--- config.mk ---
export PLATFORM = sky130hd
export DESIGN_NAME = ladybird_inst_queue
export DESIGN_NICKNAME = d
export VERILOG_FILES = /design/src/rtl/ladybird_inst_queue.sv
export SDC_FILE = /design/constraint.sdc
export NUM_CORES = 1
export LEC_CHECK = 0
export BUFFER_PORTS_ARGS = -buffer_cell sky130_fd_sc_hd__buf_2
export CORE_ASPECT_RATIO = 0.7
export CORE_MARGIN = 2
export CORE_UTILIZATION = 50
export DETAILED_ROUTE_END_ITERATION = 8
export PLACE_DENSITY = 0.73
export SLEW_MARGIN = 20
export SYNTH_ARGS = -nofsm -noshare
export SYNTH_HDL_FRONTEND = slang
export SYNTH_SLANG_ARGS = --single-unit
--- constraint.sdc ---
create_clock -name clk -period 4.08 [get_ports clk]
set_clock_uncertainty 0.15 [all_clocks]
set_input_delay 0.204 -clock clk [delete_from_list [all_inputs] [get_ports clk]]
set_output_delay 0.204 -clock clk [all_outputs]
set_load 0.05 [all_outputs]
--- src/rtl/ladybird_inst_queue.sv ---
`default_nettype none
// ============================================================================
// Module   : ladybird_inst_queue
// Purpose  : Instruction fetch queue between fetch and decode. Buffers
//            {pc, inst} responses in a circular buffer and throttles fetch
//            with credits, because fetch does not honour back-pressure.
//            Discards stale in-flight responses after a flush/redirect.
// Options  : LADYBIRD_IQ_BYPASS_EN - combinational in->out bypass when the
//            queue is empty (0-cycle latency).
// Revision : 1.0 - initial release
// ============================================================================
module ladybird_inst_queue #(
  parameter int XLEN         = 32,
  parameter int DEPTH        = 4,
  parameter int MAX_INFLIGHT = 4
) (
  input  logic            clk,
  input  logic            nrst,
  input  logic            req_fire,
  output logic            fetch_allow,
  input  logic [XLEN-1:0] in_inst,
  input  logic [XLEN-1:0] in_pc,
  input  logic            in_valid,
  input  logic            flush,
  output logic [XLEN-1:0] out_inst,
  output logic [XLEN-1:0] out_pc,
  output logic            out_valid,
  input  logic            out_ready,
  output logic            overflow
);

  localparam int PW = $clog2(DEPTH);
  localparam int CW = $clog2(DEPTH + 1);
  localparam int IW = $clog2(MAX_INFLIGHT + 1);
  localparam int SW = ((CW > IW) ? CW : IW) + 1;

  logic [XLEN-1:0] inst_mem_q [DEPTH];
  logic [XLEN-1:0] pc_mem_q   [DEPTH];

  logic [PW-1:0] rd_ptr_q, rd_ptr_d;
  logic [PW-1:0] wr_ptr_q, wr_ptr_d;
  logic [CW-1:0] count_q, count_d;
  logic [IW-1:0] inflight_q, inflight_d;
  logic [IW-1:0] drop_cnt_q, drop_cnt_d;
  logic          overflow_q, overflow_d;

  logic          w_empty;
  logic          w_accept;   // response is live (not being discarded)
  logic          w_deq_q;    // head of the stored queue is consumed
  logic          w_free;
  logic          w_bypass;
  logic          w_enq;
  logic          w_in_dec;   // response retires one in-flight credit
  logic [SW-1:0] w_occupancy;

  assign w_empty  = (count_q == '0);
  assign w_accept = in_valid & (drop_cnt_q == '0) & ~flush;
  assign w_deq_q  = ~w_empty & ~flush & out_ready;
  assign w_free   = (count_q < CW'(DEPTH)) | w_deq_q;
  assign w_in_dec = in_valid & (inflight_q != '0);

`ifdef LADYBIRD_IQ_BYPASS_EN
  assign w_bypass = w_empty & w_accept;
`else
  assign w_bypass = 1'b0;
`endif

  // A bypassed response taken by decode in the same cycle is never written.
  assign w_enq = w_accept & w_free & ~(w_bypass & out_ready);

  // Output mux: bypass path when enabled and active, otherwise stored head.
  always_comb begin
    out_valid = ~w_empty & ~flush;
    out_inst  = inst_mem_q[rd_ptr_q];
    out_pc    = pc_mem_q[rd_ptr_q];
    if (w_bypass) begin
      out_valid = 1'b1;
      out_inst  = in_inst;
      out_pc    = in_pc;
    end
  end

  // Credit check uses registered state only, so req_fire cannot loop back.
  assign w_occupancy = SW'(count_q) + SW'(inflight_q);
  assign fetch_allow = (w_occupancy < SW'(DEPTH)) &
                       (inflight_q < IW'(MAX_INFLIGHT));
  assign overflow    = overflow_q;

  // Next-state for pointers, occupancy, credits and drop tracking.
  always_comb begin
    rd_ptr_d    = rd_ptr_q;
    wr_ptr_d    = wr_ptr_q;
    count_d     = count_q;
    inflight_d  = inflight_q;
    drop_cnt_d  = drop_cnt_q;
    overflow_d  = overflow_q | (w_accept & ~w_free);

    if (flush) begin
      rd_ptr_d   = '0;
      wr_ptr_d   = '0;
      count_d    = '0;
      // Everything still outstanding is stale; a request issued this cycle
      // belongs to the new stream and stays live.
      drop_cnt_d = inflight_q - (w_in_dec ? IW'(1) : IW'(0));
      inflight_d = drop_cnt_d + (req_fire ? IW'(1) : IW'(0));
    end else begin
      if (w_enq)   wr_ptr_d = wr_ptr_q + PW'(1);
      if (w_deq_q) rd_ptr_d = rd_ptr_q + PW'(1);
      case ({w_enq, w_deq_q})
        2'b10:   count_d = count_q + CW'(1);
        2'b01:   count_d = count_q - CW'(1);
        default: count_d = count_q;
      endcase
      case ({req_fire, w_in_dec})
        2'b10:   inflight_d = inflight_q + IW'(1);
        2'b01:   inflight_d = inflight_q - IW'(1);
        default: inflight_d = inflight_q;
      endcase
      if (in_valid && (drop_cnt_q != '0)) drop_cnt_d = drop_cnt_q - IW'(1);
    end
  end

  // Control state registers with synchronous active-low reset.
  always_ff @(posedge clk) begin
    if (!nrst) begin
      rd_ptr_q   <= '0;
      wr_ptr_q   <= '0;
      count_q    <= '0;
      inflight_q <= '0;
      drop_cnt_q <= '0;
      overflow_q <= 1'b0;
    end else begin
      rd_ptr_q   <= rd_ptr_d;
      wr_ptr_q   <= wr_ptr_d;
      count_q    <= count_d;
      inflight_q <= inflight_d;
      drop_cnt_q <= drop_cnt_d;
      overflow_q <= overflow_d;
    end
  end

  // Entry storage; contents are only meaningful below count, so no reset.
  always_ff @(posedge clk) begin
    if (w_enq && nrst) begin
      inst_mem_q[wr_ptr_q] <= in_inst;
      pc_mem_q[wr_ptr_q]   <= in_pc;
    end
  end

endmodule
`default_nettype wire
==> results of run 1 <==
## power groups by stage
| stage | registers (µW) | logic (µW) | clock network [µW] |
|---|---|---|---|
| finish | 3130 | 535 | 2260 |
| global route | 3140 | 580 | 2420 |
| CTS | 3130 | 538 | 2310 |
| detailed placement | 3190 | 484 | 0 |
| global placement | 3190 | 463 | 0 |
| floorplan | 3190 | 342 | 0 |
## critical path, delay by kind of cell, from the launching register on
kind	cells	cell delay [ns]
flops	1	0.86
mux	1	0.58
buf+inv	2	0.55
## how the worst max path moves through the flow
| stage | startpoint | slack (ns) | cells past startpoint | end |
|---|---|---|---|---|
| floorplan | drop_cnt_q[0] | 0.88 | 5 | inst_mem_q[1][0] |
| global placement | drop_cnt_q[0] | 1.51 | 5 | inst_mem_q[1][1] |
| detailed placement | drop_cnt_q[0] | 1.38 | 5 | inst_mem_q[1][1] |
| CTS | register | 1.11 | 3 | out_inst[28] |
| global route | register | 0.97 | 3 | out_inst[28] |
| finish | register | 1.16 | 3 | out_inst[28] |
## stage by stage
step / hold slack, ns / utilization
3_3_place_gp: 0.264 / 0.550
4_1_cts: 0.0403 / 0.622
6_report: 0.0613 / 0.622
5_1_grt: 0.0720 / 0.622
2_1_floorplan: 0.153 / -
3_5_place_dp: 0.272 / 0.550
## flip-flops by register name, indices dropped and copies added (netlist names), named ones only
signal / count
inst_mem_q: 128
pc_mem_q: 128
count_q: 3
drop_cnt_q: 3
inflight_q: 3
rd_ptr_q: 2
wr_ptr_q: 2
overflow: 1
## repair_timing
item                                   CTS  global route
endpoints found under the hold margin  262             0
hold buffers                            68             0
setup buffers                            0             0
gates resized for setup                  0             0
## cells by family (layout without fill, tap and decap cells)
family	count (synthesis)	in the layout	share of synthesized area
AO/OA/AOI/OAI	23	23	0.0157
XOR/XNOR	9	9	0.00761
adder cells (fa/ha/maj)	15	15	0.0196
buffers and inverters	32	267	0.0186
flip-flops	272	272	0.773
multiplexers	65	65	0.140
AND/OR/NAND/NOR	40	40	0.0254
## routing by layer
layer	track usage	up-vias	part of all wire
met1	0.255	2606	0.45
met5	0	-	0
met3	0.0369	23	0.055
met4	0.0297	0	0.012
li1	-	2312	-
met2	0.280	158	0.48
## layout by cell type (no fill, tap or decap), types with 2 or more instances in the layout
cell,n
nand3_1,2
o21ai_0,2
xor2_1,2
a21oi_1,9
clkinv_1,5
mux4_2,64
clkbuf_16,27
xnor2_1,7
ha_1,13
buf_2,136
nor2_1,13
o21ai_1,2
dlygate4sd3_1,68
clkinv_2,7
dfxtp_1,14
edfxtp_1,256
and3_4,4
fa_1,2
clkbuf_1,5
nor3b_1,3
nor2b_1,4
inv_1,14
nand2b_1,2
dfxtp_4,2
## final cells by class
class	count	area [µm²]
Timing Repair Buffer	205	1380
Fill cell	1418	7760
Inverter	14	52.6
Multi-Input combinational cell	152	2180
Clock buffer	32	694
Tap cell	276	345
Clock inverter	16	111
Sequential cell	272	8020
## cell usage after synthesis (2+ instances only)
| cell | n | area (µm²) |
|---|---|---|
| nand2b_1 | 2 | 12.5 |
| mux4_2 | 64 | 1440 |
| xnor2_1 | 7 | 61.3 |
| nand3_1 | 2 | 10.0 |
| and3_1 | 4 | 25.0 |
| nor2_1 | 13 | 48.8 |
| clkbuf_1 | 4 | 15.0 |
| xor2_1 | 2 | 17.5 |
| buf_4 | 2 | 15.0 |
| ha_1 | 13 | 163 |
| dfxtp_1 | 16 | 320 |
| inv_1 | 14 | 52.6 |
| fa_1 | 2 | 40.0 |
| o21ai_0 | 2 | 10.0 |
| o21ai_1 | 2 | 10.0 |
| nor2b_1 | 4 | 25.0 |
| nor3b_1 | 3 | 22.5 |
| edfxtp_1 | 256 | 7690 |
| a21oi_1 | 9 | 45.0 |
| buf_2 | 4 | 20.0 |
| buf_6 | 8 | 90.1 |
==> reports/qor.csv, run 1 <==
stage,metric,value,unit
global_routing,grt_pass1_vias,5301,
power,switching_share,0.225,
timing,finalSetupTns,0,ns
worst_hold_path,whs_path_depth,3,
worst_hold_path,hold_path_class,primary input to register,
synth,synth_cells,456,
route,routed_wl,18.8,mm
place,dp_cells,851,
final_layout,final_cell_area,12800,µm²
global_routing,grt_pass1_wl,29.5,mm
timing,rsz0062_at_grt,false,
clocking,clock_sinks,272,
setup_path,path_class,register to output port,
power,p_clk_frac,0.381,
route,drc,0,
die,initial_core_util,0.504,
final_layout,drive_above_1_share,0.368,
global_routing,grt_start_max_net_pins,65,
setup_path,crit_path_cell_trace,buf_12 -> mux4_2 -> buf_2,
setup_path,cp.required,3.73,ns
setup_path,crit_fanout,39,
final_layout,area_growth,23.4,%
synth,ys_async_sr_fraction,0,
route,first_pass_iters,4,
timing,hold_viol_final,0,
setup_path,crit_slowest_cell,dfxtp_4,
setup_path,endpoint_kind,output port,
timing,setup_slack,1.16,ns
die,die-area,21900,µm²
synth,yosys_warnings,0,
setup_path,r2r-end,pc_mem_q[1][23],
synth,syn-num-nets,541,
route,num_vias,5099,
synth,synth.distinct_cells,44,
global_routing,grt_util_all_layers,0.175,
power,power_density,464,nW/µm²
final_layout,layoutNonFillerInstCount,967,
outcome,status,"complete, no violations",
timing,fmax,343,MHz
place,port_buffers,136,
global_routing,antenna_found_initial,0,
power,p_sw,1330,µW
clocking,cts.clk_slew.worst_paths,0.06,ns
place,place_ws,1.38,ns
clocking,clock_latency,0.51,ns
place,dp_hpwl,11.1,mm
timing,finalMaxSlewViolations,0,
setup_path,reg2reg_from,drop_cnt_q[0],
synth,ys_seq_area_frac,0.773,
power,pwr-share-seq,0.529,
die,io_pins,137,
route,drt_iter0_drc,345,
clocking,cts_buffers,26,
power,design_power_total,5930,µW
clocking,clockBufferDepth,3,
worst_hold_path,whs_endpoint,drop_cnt_q[1],
setup_path,crit_arrival,2.56,ns
synth,synth_top_flop_cell,edfxtp_1,
setup_path,crit_path_start_kind,register,
route,wl_per_cell,19.5,µm
final_layout,diodes,0,
setup_path,r2r_slack,1.42,ns
route,ant_nets,0,
timing,worstMarginPinSlew,1.00,ns
die,fp.dieH,124,µm
timing,setup_viol,0,
route,routed_via_density,5.27,
setup_path,slowest_delay,0.86,ns
synth,avgSynthCellArea,22.7,µm²
clocking,htreeDepth,1,
die,core_area,20500,µm²
place,gp_congestion,0.771,
power,peakVddDrop,0.385,mV
synth,synth_edf_count,256,
flow_run,drv_cap,0,
power,p_leak,0.00429,µW
global_routing,globalRouteOverflowTotal,0,
synth,syn-cell-area,10400,µm²
timing,slew_headroom,0.332,
die,core.rowCount,44,
clocking,clock-root-buffer,clkbuf_16,
power,power.internal,4600,µW
place,placedInstanceArea,11300,µm²
die,fp.dieW,176,µm
timing,period_needed,2.92,ns
clocking,cts_tree,built,
setup_path,r2r_cells,5,
worst_hold_path,hold_start,in_valid,
power,power_frac_comb,0.090,
synth,ys_seq_elements,272,
final_layout,nNetsFinal,756,
timing,fin_crit_sh,0.715,
No activity file was read; power rests on OpenSTA's default activity.
==> run 2, diff against run 1 <==
--- a/config.mk
+++ b/config.mk
@@ -10,7 +10,7 @@
 export CORE_MARGIN = 2
 export CORE_UTILIZATION = 50
 export DETAILED_ROUTE_END_ITERATION = 8
-export PLACE_DENSITY = 0.73
+export PLACE_DENSITY = 0.75
 export SLEW_MARGIN = 20
 export SYNTH_ARGS = -nofsm -noshare
 export SYNTH_HDL_FRONTEND = slang
==> constraint.sdc (replaced) <==
create_clock -name clk -period 2.5 [get_ports clk]
set_clock_uncertainty 0.15 [all_clocks]
set_input_delay 0.125 -clock clk [delete_from_list [all_inputs] [get_ports clk]]
set_output_delay 0.125 -clock clk [all_outputs]
set_load 0.05 [all_outputs]
==> run 2 against run 1 <==
Via count rose by 2.5%; utilization grew 1.3 points; sequential power increased by 63%; sequential cell count unchanged; count of clock-buffer cells in the layout grew 2; routed wire length increased by 1.0%; total power increased by 62%; largest power group unchanged; non-clock buffer count up 19; critical path depth is the same; cell count up 1.8%; register-to-register slack got worse by 1.3 ns; final area grew 2.1%.
==> reports/qor.csv, run 2 (same netlist as run 1, synthesis figures left out) <==
stage,metric,value,unit
outcome,status,"complete, no violations",
timing,fmax,423,MHz
timing,setup_viol,0,
clocking,cts_buffers,25,
die,core_area,20500,µm²
timing,fin_crit_sh,0.946,
die,fp.dieW,176,µm
clocking,cts.clk_slew.worst_paths,0.06,ns
place,gp_congestion,0.750,
power,power_density,736,nW/µm²
clocking,cts_tree,built,
clocking,clockBufferDepth,3,
clocking,htreeDepth,1,
final_layout,layout_commonest_cell,edfxtp_1,
power,peakVddDrop,0.570,mV
final_layout,final_cell_mix,"edfxtp_1, buf_2, dlygate4sd3_1",
die,fp.dieH,124,µm
global_routing,grt_pass1_wl,29.9,mm
final_layout,drive_above_1_share,0.384,
place,placedInstanceArea,11500,µm²
final_layout,nNetsFinal,774,
setup_path,crit_fanout,10,
setup_path,cp.required,2.23,ns
setup_path,path_class,register to output port,
final_layout,area_growth,25.9,%
place,dp_hpwl,11.8,mm
timing,period_needed,2.37,ns
timing,slew_headroom,0.733,
setup_path,crit_arrival,2.09,ns
route,ant_nets,0,
clocking,clock_sinks,272,
timing,finalMaxSlewViolations,0,
timing,hold_viol_final,0,
timing,holdWs,0.197,ns
final_layout,final_cell_area,13000,µm²
worst_hold_path,hold_path_class,primary input to register,
flow_run,drv_cap,0,
die,core.rowCount,44,
final_layout,utilization,0.635,
final_layout,diodes,0,
route,routed_wl,19.0,mm
final_layout,reg.largest.list,"inst_mem_q (128), pc_mem_q (128)",
global_routing,globalRouteOverflowTotal,0,
route,route.met2.wl,9.11,mm
route,wl_met3,1.41,mm
route,routed_via_density,5.31,
route,first_pass_iters,4,
route,top_layer,met4,
route,wl_per_cell,19.3,µm
power,p_leak,0.00439,µW
timing,rsz0062_at_grt,false,
route,num_vias,5226,
die,initial_core_util,0.504,
global_routing,antenna_found_initial,0,
route,wl_met1,8.06,mm
global_routing,grt_pass1_vias,5487,
die,io_pins,137,
route,drc,0,
route,drt_iter0_drc,438,
place,port_buffers,136,
clocking,clock_latency,0.52,ns
setup_path,crit_path_start_kind,register,
timing,worstMarginPinSlew,0.398,ns
die,die-area,21900,µm²
clocking,clock-root-buffer,clkbuf_16,
timing,finalSetupTns,0,ns
global_routing,grt_start_max_net_pins,36,
global_routing,grt_util_all_layers,0.177,
setup_path,endpoint_kind,output port,
-- run 2: final timing paths --
kind	from	to	slack (ns)	depth (start not counted)
setup reg to reg	drop_cnt_q[1]	count_q[2]	0.16	11
hold / removal	in_pc[7]	pc_mem_q[3][7]	0.20	2
setup / recovery	register	out_inst[17]	0.13	3
hold reg to reg	overflow	overflow	0.37	2
-- run 2: per-layer routing --
layer,up-vias,global-route usage
li1,2358,-
met1,2665,0.247
met2,171,0.284
met4,0,0.0486
met3,32,0.0412
met5,-,0
-- run 2: stage by stage --
stage | power (µW) | std cells | worst slack [ns]
2_1_floorplan | 5760 | 456 | 0.00515
3_3_place_gp | 5980 | 866 | 0.283
3_5_place_dp | 6010 | 866 | 0.146
4_1_cts | 9680 | 981 | 0.0316
5_1_grt | 9960 | 984 | 0.0158
6_report | 9600 | 984 | 0.135
-- run 2: power by group --
part	total [µW]	internal, µW	switching [µW]	leakage, µW
sequential	5110	5070	47.0	0.00244
clock	3560	2040	1530	0.000374
combinational	924	387	538	0.00158
total	9600	7490	2110	0.00439
-- run 2: final cells by class --
class	instances	area (µm²)
Clock buffer	34	689
Clock inverter	12	91.3
Fill cell	1399	7490
Inverter	14	52.6
Multi-Input combinational cell	152	2180
Sequential cell	272	8020
Tap cell	276	345
Timing Repair Buffer	224	1670
-- run 2: worst max-delay path, cell delays in order (launching register included) --
cell	delay, ns
dfxtp_4	0.49
buf_4	0.30
mux4_2	0.53
buf_2	0.24
-- run 2: timing repair --
action	in CTS	in global routing
setup endpoints to repair	0	2
resized for setup	0	3
hold buffers	69	0
setup buffers	0	3
endpoints found under the hold margin	265	0
==> run 3, diff against run 2 <==
--- a/config.mk
+++ b/config.mk
@@ -10,7 +10,7 @@
 export CORE_MARGIN = 2
 export CORE_UTILIZATION = 50
 export DETAILED_ROUTE_END_ITERATION = 8
-export PLACE_DENSITY = 0.75
+export PLACE_DENSITY = 0.76
 export SLEW_MARGIN = 20
 export SYNTH_ARGS = -nofsm -noshare
 export SYNTH_HDL_FRONTEND = slang
==> run 3 against run 2 <==
Die area unchanged; first-iteration DRC count decreased by 8.4%; sequential power hardly changed; critical path depth is 1 higher; sequential share of layout area is 0.18 points lower; combinational power decreased by 2.8%; final area grew 0.28%; critical endpoint is now fetch_allow.
==> reports/qor.csv, run 3 (same netlist as run 1, synthesis figures left out) <==
stage,metric,value,unit
outcome,status,"complete, no violations",
place,placedInstanceArea,11600,µm²
timing,fmax,419,MHz
setup_path,path_buf_inv,1,
setup_path,crit_fanout,7,
route,routed_via_density,5.27,
setup_path,crit_path_end,fetch_allow,
timing,rsz0062_at_grt,false,
clocking,clock_latency,0.50,ns
route,drc,0,
global_routing,grt_util_all_layers,0.181,
power,p_leak,0.00443,µW
worst_hold_path,hold_path_class,primary input to register,
final_layout,area_growth,26.3,%
clocking,cts_tree,built,
final_layout,utilization,0.637,
clocking,htreeDepth,1,
power,power_density,740,nW/µm²
final_layout,diodes,0,
timing,slew_headroom,0.747,
clocking,clockBufferDepth,3,
final_layout,drive_above_1_share,0.387,
setup_path,reg2reg_from,drop_cnt_q[1],
global_routing,grt_start_max_net_pins,35,
final_layout,reg.largest.list,"inst_mem_q (128), pc_mem_q (128)",
setup_path,cp.required,2.23,ns
die,initial_core_util,0.504,
final_layout,nNetsFinal,779,
timing,hold_viol_final,0,
power,peakVddDrop,0.613,mV
route,ant_nets,0,
setup_path,path_class,register to output port,
clocking,clock-root-buffer,clkbuf_16,
setup_path,r2r-end,count_q[2],
global_routing,grt_pass1_vias,5495,
clocking,cts_buffers,25,
final_layout,layout_commonest_cell,edfxtp_1,
final_layout,final_cell_mix,"edfxtp_1, buf_2, dlygate4sd3_1",
timing,finalSetupTns,0,ns
final_layout,nFillCells,1391,
die,fp.dieW,176,µm
die,io_pins,137,
route,num_vias,5200,
clocking,cts.clk_slew.worst_paths,0.07,ns
setup_path,crit_path_cell_trace,ha_1 -> or4_1 -> a31oi_1 -> clkbuf_4,
die,die-area,21900,µm²
flow_run,drv_cap,0,
timing,period_needed,2.38,ns
setup_path,r2r_cells,11,
setup_path,startpoint,inflight_q[2],
place,dp_hpwl,12.2,mm
setup_path,crit_slowest_cell,dfxtp_1,
clocking,clock_sinks,272,
timing,setup_viol,0,
timing,fin_crit_sh,0.954,
global_routing,antenna_found_initial,0,
route,drt_iter0_drc,401,
setup_path,r2r_slack,0.23,ns
route,first_pass_iters,6,
setup_path,crit_path_start_kind,register,
global_routing,grt_pass1_wl,30.5,mm
die,core_area,20500,µm²
global_routing,globalRouteOverflowTotal,0,
setup_path,crit_family,flip-flops,
place,gp_congestion,0.767,
timing,finalMaxSlewViolations,0,
setup_path,crit_cells,4,
place,port_buffers,136,
route,wl_per_cell,19.9,µm
setup_path,endpoint_kind,output port,
timing,worstMarginPinSlew,0.377,ns
die,fp.dieH,124,µm
die,core.rowCount,44,
final_layout,final_cell_area,13100,µm²
setup_path,slowest_delay,0.46,ns
route,routed_wl,19.6,mm
setup_path,crit_arrival,2.11,ns
==> run 3: metrics by stage <==
step                      worst slack (ns)  hold WS [ns]  power (µW)  std cells
after detailed placement             0.239         0.194        6020        869
after floorplan                    0.00515        0.0739        5760        456
final                                0.115         0.214        9680        986
after global routing                0.0214         0.214       10000        986
after global placement               0.300         0.184        5970        869
after CTS                          0.00632         0.195        9760        981
==> run 3: layer usage <==
metal | part of all wire | vias up | GRT usage | routed length [µm]
met5 | 0 | - | 0 | 0
met4 | 0.016 | 0 | 0.0379 | 313
met3 | 0.066 | 23 | 0.0433 | 1300
met2 | 0.48 | 175 | 0.296 | 9480
met1 | 0.43 | 2639 | 0.251 | 8520
li1 | - | 2363 | - | -
==> run 3: final cells by class <==
type                       instances  area [µm²]  share of cell area
clock buffer                      26         629              0.0481
clock inverter                    17         164              0.0125
inverter                          14        52.6             0.00402
multi-input combinational        152        2180               0.167
sequential                       272        8020               0.613
tap                              276         345              0.0264
timing repair buffer             229        1700               0.130
==> run 3: repair_timing <==
action | CTS | global route
setup endpoints to repair | 0 | 28
setup buffers | 0 | 5
gates resized for setup | 0 | 2
hold buffers | 69 | 0
endpoints found under the hold margin | 265 | 0
==> run 3: worst register-to-register path, stage by stage, from the launching register on <==
cell,delay [ns]
dfxtp_1,0.33
inv_1,0.06
ha_1,0.21
nand2b_4,0.12
nor4b_4,0.06
inv_1,0.06
ha_1,0.16
inv_1,0.06
fa_1,0.37
xor2_1,0.16
or3_1,0.30
a21oi_1,0.14
==> run 3: power breakdown <==
| part | total [µW] | internal [µW] | switching, µW | leakage (µW) |
|---|---|---|---|---|
| Combinational | 898 | 366 | 531 | 0.00161 |
| Clock | 3670 | 2130 | 1540 | 0.000381 |
| Sequential | 5110 | 5060 | 48.1 | 0.00244 |
| Total | 9680 | 7560 | 2120 | 0.00443 |
==> run 3: worst min path at each step <==
| stage | start | end | slack [ns] | cells after the start |
|---|---|---|---|---|
| floorplan | in_inst[0] | inst_mem_q[0][0] | 0.07 | 0 |
| global placement | in_pc[21] | pc_mem_q[1][21] | 0.18 | 1 |
| detailed placement | in_pc[19] | pc_mem_q[3][19] | 0.19 | 1 |
| CTS | in_inst[0] | inst_mem_q[0][0] | 0.20 | 2 |
| global route | in_pc[24] | pc_mem_q[2][24] | 0.21 | 2 |
| finish | in_inst[17] | inst_mem_q[1][17] | 0.21 | 2 |
